## src/rtl/fifo_p2_ctrl_if.sv

```systemverilog
// Producer/consumer handshake bundle for fifo_p2_ctrl.
// The FIFO controller is the slave; the surrounding logic (or bench) is the master.
interface fifo_p2_ctrl_if #(
    parameter int DATA_WIDTH = 8,
    parameter int ADDR_WIDTH = 6
);
    logic                  wr_valid;
    logic [DATA_WIDTH-1:0] wr_data;
    logic                  wr_ready;
    logic                  rd_valid;
    logic [DATA_WIDTH-1:0] rd_data;
    logic                  rd_ready;
    logic [ADDR_WIDTH+1:0] level;

    modport master (
        output wr_valid, wr_data, rd_ready,
        input  wr_ready, rd_valid, rd_data, level
    );

    modport slave (
        input  wr_valid, wr_data, rd_ready,
        output wr_ready, rd_valid, rd_data, level
    );
endinterface

```

## src/rtl/fifo_p2_ctrl.sv

```systemverilog
// FIFO controller around an external simple dual-port RAM with registered read,
// plus a 2-entry output register queue so the consumer sees data with no RAM latency.
module fifo_p2_ctrl #(
    parameter int DATA_WIDTH = 8,
    parameter int ADDR_WIDTH = 6
) (
    input  logic                  clk,
    input  logic                  resetn,
    fifo_p2_ctrl_if.slave         bus,
    output logic                  ram_we,
    output logic [ADDR_WIDTH-1:0] ram_write_addr,
    output logic [DATA_WIDTH-1:0] ram_data,
    output logic [ADDR_WIDTH-1:0] ram_read_addr,
    input  logic [DATA_WIDTH-1:0] ram_q
);

    localparam logic [ADDR_WIDTH:0] DEPTH_CNT = (ADDR_WIDTH+1)'(1 << ADDR_WIDTH);

    logic [ADDR_WIDTH-1:0] wr_ptr;
    logic [ADDR_WIDTH-1:0] rd_ptr;
    logic [ADDR_WIDTH:0]   mem_count;
    logic                  inflight;
    logic [1:0]            buf_count;
    logic [DATA_WIDTH-1:0] buf_data [2];

    logic                  wr_ready_int;
    logic                  rd_valid_int;
    logic                  push;
    logic                  pop;
    logic                  issue;
    logic [2:0]            occ_after_pop;
    logic [1:0]            buf_keep;

    // wr_ready depends only on registered state, never on rd_ready.
    assign wr_ready_int = (mem_count < DEPTH_CNT);
    assign rd_valid_int = (buf_count != 2'd0);

    assign push = bus.wr_valid & wr_ready_int;
    assign pop  = rd_valid_int & bus.rd_ready;

    // Output queue slots that will still be occupied (or claimed by the word in
    // flight) after this cycle's pop; issue only if one slot stays free.
    assign occ_after_pop = {1'b0, buf_count} + {2'b00, inflight} - {2'b00, pop};
    assign issue         = (mem_count != '0) && (occ_after_pop < 3'd2);

    assign buf_keep = buf_count - {1'b0, pop};

    assign ram_we         = push;
    assign ram_write_addr = wr_ptr;
    assign ram_data       = bus.wr_data;
    assign ram_read_addr  = rd_ptr;

    assign bus.wr_ready = wr_ready_int;
    assign bus.rd_valid = rd_valid_int;
    assign bus.rd_data  = buf_data[0];
    assign bus.level    = {1'b0, mem_count}
                        + {{(ADDR_WIDTH+1){1'b0}}, inflight}
                        + {{ADDR_WIDTH{1'b0}}, buf_count};

    always_ff @(posedge clk or negedge resetn) begin
        if (!resetn) begin
            wr_ptr <= '0;
        end else if (push) begin
            wr_ptr <= wr_ptr + 1'b1;
        end
    end

    always_ff @(posedge clk or negedge resetn) begin
        if (!resetn) begin
            rd_ptr <= '0;
        end else if (issue) begin
            rd_ptr <= rd_ptr + 1'b1;
        end
    end

    always_ff @(posedge clk or negedge resetn) begin
        if (!resetn) begin
            mem_count <= '0;
        end else begin
            case ({push, issue})
                2'b10:   mem_count <= mem_count + 1'b1;
                2'b01:   mem_count <= mem_count - 1'b1;
                default: mem_count <= mem_count;
            endcase
        end
    end

    always_ff @(posedge clk or negedge resetn) begin
        if (!resetn) begin
            inflight  <= 1'b0;
            buf_count <= 2'd0;
        end else begin
            inflight  <= issue;
            buf_count <= buf_keep + {1'b0, inflight};
        end
    end

    // Data slots carry no reset; the in-flight word lands behind whatever survives the pop.
    always_ff @(posedge clk) begin
        if (pop) begin
            buf_data[0] <= buf_data[1];
        end
        if (inflight) begin
            buf_data[buf_keep[0]] <= ram_q;
        end
    end

    a_buf_bound: assert property (@(posedge clk) disable iff (!resetn)
        buf_count <= 2'd2);
    a_mem_bound: assert property (@(posedge clk) disable iff (!resetn)
        mem_count <= DEPTH_CNT);
    a_no_overflow: assert property (@(posedge clk) disable iff (!resetn)
        !(inflight && (buf_keep == 2'd2)));

endmodule

```

## src/flat_wrapper.sv

```systemverilog
// flat-port wrapper written by rule: the top's interface ports become plain ports
module fifo_p2_ctrl_flat 
#(
    parameter int DATA_WIDTH = 8,
    parameter int ADDR_WIDTH = 6
)
  (clk, resetn, ram_we, ram_write_addr, ram_data, ram_read_addr, ram_q, bus_wr_valid, bus_wr_data, bus_rd_ready, bus_wr_ready, bus_rd_valid, bus_rd_data, bus_level);
  fifo_p2_ctrl_if #(.DATA_WIDTH(DATA_WIDTH), .ADDR_WIDTH(ADDR_WIDTH)) bus_i ();
  input  logic clk;
  input  logic resetn;
  output logic ram_we;
  output logic [ADDR_WIDTH-1:0] ram_write_addr;
  output logic [DATA_WIDTH-1:0] ram_data;
  output logic [ADDR_WIDTH-1:0] ram_read_addr;
  input  logic [DATA_WIDTH-1:0] ram_q;
  input wire logic [$bits(bus_i.wr_valid)-1:0] bus_wr_valid;
  input wire logic [$bits(bus_i.wr_data)-1:0] bus_wr_data;
  input wire logic [$bits(bus_i.rd_ready)-1:0] bus_rd_ready;
  output wire logic [$bits(bus_i.wr_ready)-1:0] bus_wr_ready;
  output wire logic [$bits(bus_i.rd_valid)-1:0] bus_rd_valid;
  output wire logic [$bits(bus_i.rd_data)-1:0] bus_rd_data;
  output wire logic [$bits(bus_i.level)-1:0] bus_level;
  assign bus_i.wr_valid = bus_wr_valid;
  assign bus_i.wr_data = bus_wr_data;
  assign bus_i.rd_ready = bus_rd_ready;
  assign bus_wr_ready = bus_i.wr_ready;
  assign bus_rd_valid = bus_i.rd_valid;
  assign bus_rd_data = bus_i.rd_data;
  assign bus_level = bus_i.level;
  fifo_p2_ctrl #(.DATA_WIDTH(DATA_WIDTH), .ADDR_WIDTH(ADDR_WIDTH)) u_core (.clk(clk), .resetn(resetn), .bus(bus_i), .ram_we(ram_we), .ram_write_addr(ram_write_addr), .ram_data(ram_data), .ram_read_addr(ram_read_addr), .ram_q(ram_q));
endmodule
```

## config.mk

```make
export PLATFORM = sky130hd
export DESIGN_NAME = fifo_p2_ctrl_flat
export DESIGN_NICKNAME = d
export VERILOG_FILES = /design/src/rtl/fifo_p2_ctrl_if.sv /design/src/rtl/fifo_p2_ctrl.sv /design/src/flat_wrapper.sv
export SDC_FILE = /design/constraint.sdc
export NUM_CORES = 1
export LEC_CHECK = 0
export ABC_AREA = 1
export CORE_MARGIN = 1.5
export CORE_UTILIZATION = 40
export DETAILED_ROUTE_END_ITERATION = 7
export HOLD_SLACK_MARGIN = 0.05
export PLACE_DENSITY = 0.71
export SKIP_LAST_GASP = 1
export SYNTH_ARGS = -nofsm -noshare
export SYNTH_HDL_FRONTEND = slang
export SYNTH_SLANG_ARGS = --single-unit
```

## constraint.sdc

```tcl
create_clock -name clk -period 4.48 [get_ports clk]
set_input_delay 0.448 -clock clk [delete_from_list [all_inputs] [get_ports clk]]
set_output_delay 0.448 -clock clk [all_outputs]
set_load 0.01 [all_outputs]
```

==> summary.txt, run 1 <==
Power
  – Sequential Power Share: 0.278
  – Pwr Total: 2420 uW
  – Switch share: 0.448
  – Combinational power share: 0.629
  – Leak Pwr: 0.00128 uW
  – Clock share of power: 0.093
  – Max IR drop VDD: 0.000531 V
  – Int Pwr: 1340 uW
  – PD cells: 901 nW/um2
  – NetSw: 1090 uW

Clocking
  – CTS Buf Count: 5
  – Worst-path clk slew: 0.08 ns
  – CTS Sinks: 38
  – Worst-Skew Late Latency: 0.29 ns
  – Hold-fix buffers, CTS: 0
  – Post-CTS Setup Bufs: 0
  – Cts repair resizes: 0
  – Max Root-Sink Buffers: 2
  – Root buffer cell: clkbuf_8
  – TritonCTS clock tree: built
  – H-tree depth: 2

Placed design
  – DP HPWL: 3.02 mm
  – RePlAce Congestion: 0.937
  – Port bufs: 42

Timing
  – Setup TNS: 0 ns
  – Final Hold Fails: 0
  – Final slew viol count: 0
  – Final setup vio count: 0
  – Slew HR: 0.334
  – Max Clock Skew: 0.00731 ns
  – RSZ-0062 raised after global routing: false
  – Fmax achieved: 269 MHz
  – Actual slew at the worst max-slew pin: 0.996 ns
  – Tmin final: 3.72 ns
  – Final worst-path cycle share: 0.831

Finish
  – Register Area: 1030 um2
  – Multi-input logic area: 940 um2
  – Share of layout cells above drive strength 1: 0.0607
  – Fill count: 473
  – Nets: 316
  – Ant diodes: 0
  – Area Growth Syn to Fin: 24.2%

Global routing
  – Largest net degree at the start of global routing: 23
  – Remaining Overflow, GRT: 0
  – Global-route wire length before repair: 6.64 mm
  – Antenna violations before repair: 0
  – Total Routing Usage GR: 0.143
  – Vias in the first global route: 1520

Route
  – DRT antenna net count: 0
  – Vias after detailed routing: 1594
  – Total wire length: 3.97 mm
  – DRT Pass-1 Iters: 4
  – DRT iter0 DRCs: 75
  – Routed len/inst: 11.3 um
  – Vias per cell: 4.55
  – Post-route DRC: 0

Setup path
  – Worst-path cell chain: inv_2 -> nand2_1 -> nand2_1 -> inv_1 -> ha_1 -> or2_2 -> fa_1 -> inv_1 -> nor2_1 -> nor2_1 -> nand2_1 -> inv_1 -> nand2_4 -> inv_2 -> ha_1 -> inv_1 -> fa_1 -> inv_1 -> nand2_1 -> nand2_1 -> nand3_1 -> nand3_1 -> nand3_1 -> nand2_1
  – Worst setup SP type: flop
  – RR Startpoint: u_core.buf_count[1]$_DFF_PN0_
  – Slowest stage delay, CP: 0.48 ns
  – Critical path arrival: 3.96 ns
  – RR Endpoint: u_core.mem_count[6]$_DFFE_PN0P_
  – Crit path top cell by count: nand2_1
  – Worst path top cell family by delay: adder cells
  – Crit-path max FO: 8
  – Worst R2R Path Depth: 24
  – Slowest cell on crit path: dfrtp_1
  – Crit Path Class: reg2reg
  – Crit path buf inv count: 7
  – Crit end category: flop
  – Setup slack, reg-to-reg: 0.76 ns
  – Critical Path RT: 4.71 ns

Logic synthesis
  – Ys Warns: 0
  – Post-synth cell types: 25
  – Synth Net Count: 277
  – Synth Register Bits: 38
  – Register area share after synthesis: 0.476
  – Syn Inst Count: 240
  – Post-Syn Area: 2170 um2
  – Avg Cell Area, Syn: 9.03 um2

Min path
  – Worst Hold Class: reg2reg
  – Worst hold stages: 1
  – Hold endpoint: u_core.ram_write_addr[5]$_DFFE_PN0P_
  – Worst hold start: u_core.ram_write_addr[5]$_DFFE_PN0P_

Floorplanning
  – Initial core utilization: 0.419
  – DIE HEIGHT: 76.6 um
  – Die area: 5870 um2
  – Die Wd: 76.6 um
  – Top Ports: 59
  – # rows: 26
  – Core Box Area: 5170 um2

Flow run
  – # Max-Cap Violations: 0

Status
  – Status: complete, no violations
## cell type report
cell class	instances	area share
clock buffer	5	0.0256
clock inverter	3	0.00604
inverter	34	0.0474
multi-input combinational	158	0.349
sequential	38	0.383
tap	70	0.0325
timing repair buffer	42	0.156
## state kept, by name, summed over array words and instances, names as in the netlist
signal	flops
u_core.buf_data	16
u_core.mem_count	7
u_core.ram_read_addr	6
u_core.ram_write_addr	6
u_core.buf_count	2
u_core.inflight	1
## cells in the mapped netlist
| library cell | number | area (um2) |
|---|---|---|
| fa_1 | 4 | 80.1 |
| nor2_1 | 11 | 41.3 |
| buf_2 | 1 | 5.00 |
| or2_2 | 1 | 6.26 |
| ha_1 | 13 | 163 |
| nand4_1 | 1 | 6.26 |
| xnor2_1 | 9 | 78.8 |
| nand3_2 | 1 | 10.0 |
| clkinv_1 | 1 | 3.75 |
| nor3_1 | 2 | 10.0 |
| dfrtp_1 | 22 | 551 |
| nand2_1 | 81 | 304 |
| nand2_4 | 2 | 22.5 |
| clkbuf_1 | 1 | 3.75 |
| edfxtp_1 | 16 | 480 |
| inv_2 | 4 | 15.0 |
| o21ai_0 | 4 | 20.0 |
| o22ai_1 | 2 | 12.5 |
| nor3_4 | 1 | 16.3 |
| nand3_1 | 12 | 60.1 |
| a21oi_1 | 4 | 20.0 |
| nor3_2 | 1 | 10.0 |
| xor2_1 | 9 | 78.8 |
| buf_4 | 8 | 60.1 |
| inv_1 | 29 | 109 |
## cells by family after synthesis
group / count (synthesis) / synth area share
buffers and inverters: 44 / 0.0906
AOI/OAI and AO/OA: 10 / 0.0242
xor gates and xnor gates: 18 / 0.0728
DFF: 38 / 0.476
and+or+nand+nor: 113 / 0.225
adders and majority gates: 17 / 0.112
## per-stage QoR
step	utilization	instances	setup WS, ns	area, um2	hold slack (ns)
finish	0.520	350	0.756	2690	0.477
global route	0.520	350	0.390	2690	0.511
global placement	0.504	342	0.713	2610	0.465
floorplan	-	240	1.09	2170	0.152
detailed placement	0.504	342	0.594	2610	0.472
CTS	0.520	350	0.748	2690	0.487
## layout by cell type, fill, tap and decap left out, drive strengths merged
cell	n
nor2	11
clkdlybuf4s50	42
inv	33
clkinvlp	1
dfrtp	22
nor3	4
o21ai	4
nand2	83
o22ai	2
xnor2	9
a21oi	4
nand3	13
or2	1
clkinv	3
xor2	9
edfxtp	16
ha	13
clkbuf	5
fa	4
nand4	1
## metal layers
metal	up-vias	track usage	share of wire
li1	824	-	-
met1	707	0.179	0.47
met2	58	0.236	0.45
met3	5	0.0443	0.070
met4	0	0.0426	0.0096
met5	-	0	0
## power groups by stage
stage	clock (uW)	combinational [uW]	sequential, uW
6_report	225	1520	674
5_1_grt	249	1720	700
4_1_cts	236	1540	676
3_5_place_dp	0	1520	682
3_3_place_gp	0	1490	680
2_1_floorplan	0	970	700
## worst max path at each step
stage / startpoint / to / slack (ns) / cells after the start
4_1_cts: u_core.buf_count[1]$_DFF_PN0_ / u_core.mem_count[6]$_DFFE_PN0P_ / 0.75 / 24
2_1_floorplan: u_core.buf_count[1]$_DFF_PN0_ / u_core.mem_count[6]$_DFFE_PN0P_ / 1.09 / 24
3_3_place_gp: bus_rd_ready / u_core.mem_count[6]$_DFFE_PN0P_ / 0.71 / 23
6_report: u_core.buf_count[1]$_DFF_PN0_ / u_core.mem_count[6]$_DFFE_PN0P_ / 0.76 / 24
5_1_grt: u_core.buf_count[1]$_DFF_PN0_ / u_core.mem_count[6]$_DFFE_PN0P_ / 0.39 / 24
3_5_place_dp: bus_rd_ready / u_core.mem_count[6]$_DFFE_PN0P_ / 0.59 / 23
No activity file was read; power rests on OpenSTA's default activity.
==> run 2, diff against run 1 <==
- PLACE_DENSITY: 0.71 -> 0.74
- clock period: 4.48 -> 3.2 ns (I/O delays scaled with it)
==> run 2 against run 1 <==
Design area increased by 9.3%; worst setup slack got worse by 0.55 ns; sequential share of layout area decreased by 3.2 points; sequential power increased by 41%; sequential cell count unchanged; critical path type unchanged; critical endpoint unchanged; largest power group unchanged.
==> summary.txt, run 2 (synthesis results as in run 1) <==
Floorplanning
  – Core Box Area: 5170 um2 (unchanged)
  – Die area: 5870 um2 (unchanged)
  – DIE HEIGHT: 76.6 um (unchanged)
  – Initial core utilization: 0.419 (unchanged)
  – Die Wd: 76.6 um (unchanged)
  – # rows: 26 (unchanged)
  – Top Ports: 59 (unchanged)

Global routing
  – Global-route wire length before repair: 7.31 mm (was 6.64 mm)
  – Total Routing Usage GR: 0.155 (was 0.143)
  – Largest net degree at the start of global routing: 23 (unchanged)
  – Antenna violations before repair: 0 (unchanged)
  – Vias in the first global route: 1681 (was 1520)
  – Remaining Overflow, GRT: 0 (unchanged)

Route
  – Vias after detailed routing: 1720 (was 1594)
  – DRT iter0 DRCs: 73 (was 75)
  – Total wire length: 4.45 mm (was 3.97 mm)
  – Post-route DRC: 0 (unchanged)
  – DRT Pass-1 Iters: 4 (unchanged)
  – Vias per cell: 4.70 (was 4.55)
  – DRT antenna net count: 0 (unchanged)
  – Routed len/inst: 12.2 um (was 11.3 um)

Min path
  – Worst Hold Class: reg2reg (unchanged)

Timing
  – Final worst-path cycle share: 0.935 (was 0.831)
  – Slew HR: 0.325 (was 0.334)
  – Setup TNS: 0 ns (unchanged)
  – Tmin final: 2.99 ns (was 3.72 ns)
  – Final slew viol count: 0 (unchanged)
  – Max Clock Skew: 0.00502 ns (was 0.00731 ns)
  – Fmax achieved: 334 MHz (was 269 MHz)
  – RSZ-0062 raised after global routing: false (unchanged)
  – Final setup vio count: 0 (unchanged)
  – Actual slew at the worst max-slew pin: 1.01 ns (was 0.996 ns)
  – Final Hold Fails: 0 (unchanged)
  – Hold WS: 0.466 ns (was 0.477 ns)

Setup path
  – Critical Path RT: 3.39 ns (was 4.71 ns)
  – Worst setup SP type: flop (unchanged)
  – Crit Path Class: reg2reg (unchanged)
  – Crit-path max FO: 3 (was 8)
  – Critical path arrival: 3.18 ns (was 3.96 ns)
  – Setup slack, reg-to-reg: 0.21 ns (was 0.76 ns)
  – Crit end category: flop (unchanged)

Finish
  – Top reg by flops: u_core.buf_data (unchanged)
  – Area Growth Syn to Fin: 35.7% (was 24.2%)
  – Share of layout cells above drive strength 1: 0.189 (was 0.0607)
  – Most frequent cells in the layout: nand2_1 (75), clkdlybuf4s50_1 (42), inv_1 (25) (was nand2_1 (81), clkdlybuf4s50_1 (42), inv_1 (29))
  – Nets: 332 (was 316)
  – Top Registers: u_core.buf_data: 16 flops, u_core.mem_count: 7 flops (unchanged)
  – Ant diodes: 0 (unchanged)
  – Most common cell after layout, fill and taps aside: nand2_1 (unchanged)
  – Max FFs per register: 16 (unchanged)

Clocking
  – Hold-fix buffers, CTS: 0 (unchanged)
  – CTS Buf Count: 5 (unchanged)
  – TritonCTS clock tree: built (unchanged)
  – CTS Sinks: 38 (unchanged)
  – Worst-Skew Late Latency: 0.29 ns (about the same)
  – Worst-path clk slew: 0.08 ns (about the same)
  – Max Root-Sink Buffers: 2 (unchanged)
  – H-tree depth: 2 (unchanged)
  – Root buffer cell: clkbuf_8 (unchanged)

Power
  – Leak Pwr: 0.00136 uW (was 0.00128 uW)
  – Pwr Total: 4010 uW (was 2420 uW)
  – PD cells: 1360 nW/um2 (was 901 nW/um2)
  – Max IR drop VDD: 0.000943 V (was 0.000531 V)

Placed design
  – DP HPWL: 3.25 mm (was 3.02 mm)
  – RePlAce Congestion: 0.911 (was 0.937)
  – Port bufs: 42 (unchanged)

Flow run
  – # Max-Cap Violations: 0 (unchanged)

Status
  – Status: complete, no violations (unchanged)
run 2: changes by cell type in the layout (fill, tap and decap cells not counted), moves of 2 or more:
cell and delta:
fa_2 +2, ha_1 -6, buf_4 +15, nand3_2 +2, ha_4 +6, fa_1 -2, inv_2 +3, nand3_1 -2
nand2_2 +6, nand2_1 -6, inv_1 -4
run 2: routing by layer:
metal  track usage  routed length (um)  up-vias
met1         0.186                1970      809
met5             0                   0        -
met3        0.0395                 207       10
met2         0.262                2180       49
met4        0.0722                  93        0
li1              -                   -      852
run 2: worst paths after layout:
path | depth (start not counted) | startpoint | endpoint
setup / recovery | 24 | u_core.buf_count[1]$_DFF_PN0_ | u_core.mem_count[6]$_DFFE_PN0P_
hold / removal | 1 | u_core.ram_write_addr[5]$_DFFE_PN0P_ | u_core.ram_write_addr[5]$_DFFE_PN0P_
setup reg to reg | 24 | u_core.buf_count[1]$_DFF_PN0_ | u_core.mem_count[6]$_DFFE_PN0P_
hold reg to reg | 1 | u_core.ram_write_addr[5]$_DFFE_PN0P_ | u_core.ram_write_addr[5]$_DFFE_PN0P_
max in group asynchronous | 1 | resetn | u_core.buf_count[1]$_DFF_PN0_
min in group asynchronous | 1 | resetn | u_core.mem_count[5]$_DFFE_PN0P_
run 2: power breakdown:
group          internal, uW  switching (uW)
Combinational          1340            1370
Clock                   173             175
Sequential              769             181
run 2: worst max-delay path, stage by stage (launching register included):
cell     delay [ns]
dfrtp_2        0.41
inv_2          0.08
nand2_2        0.06
nand2_2        0.07
inv_2          0.05
ha_4           0.20
or2_4          0.23
fa_2           0.38
inv_1          0.06
nor2_1         0.03
nor2_1         0.09
nand2_1        0.07
inv_2          0.07
nand2_4        0.05
inv_4          0.06
ha_4           0.13
inv_2          0.04
fa_2           0.37
inv_2          0.07
buf_4          0.10
nand2_1        0.05
nand3_1        0.06
nand2_1        0.05
nand3_1        0.06
nand2_1        0.05
run 2: timing repair:
action / CTS / global route
setup endpoints to repair: 2 / 5
endpoints found under the hold margin: 0 / 0
pin swaps: 0 / 10
gates resized for setup: 3 / 18
buffers inserted: 0 / 3
run 2: cell type report:
class                           instances  area (um2)
Clock buffer                            6        82.6
Multi-Input combinational cell        158        1050
Timing Repair Buffer                   58         544
Clock inverter                          2        12.5
Sequential cell                        38        1030
Tap cell                               70        87.6
Inverter                               34         130
Fill cell                             437        2230
run 2: per-stage QoR:
step           cells  setup WS (ns)  area (um2)  utilization
2_1_floorplan    240        0.00276        2190            -
3_3_place_gp     355         -0.197        2720        0.526
3_5_place_dp     355         -0.254        2720        0.526
4_1_cts          363        -0.0119        2850        0.550
5_1_grt          366         0.0320        2940        0.568
6_report         366          0.208        2940        0.568
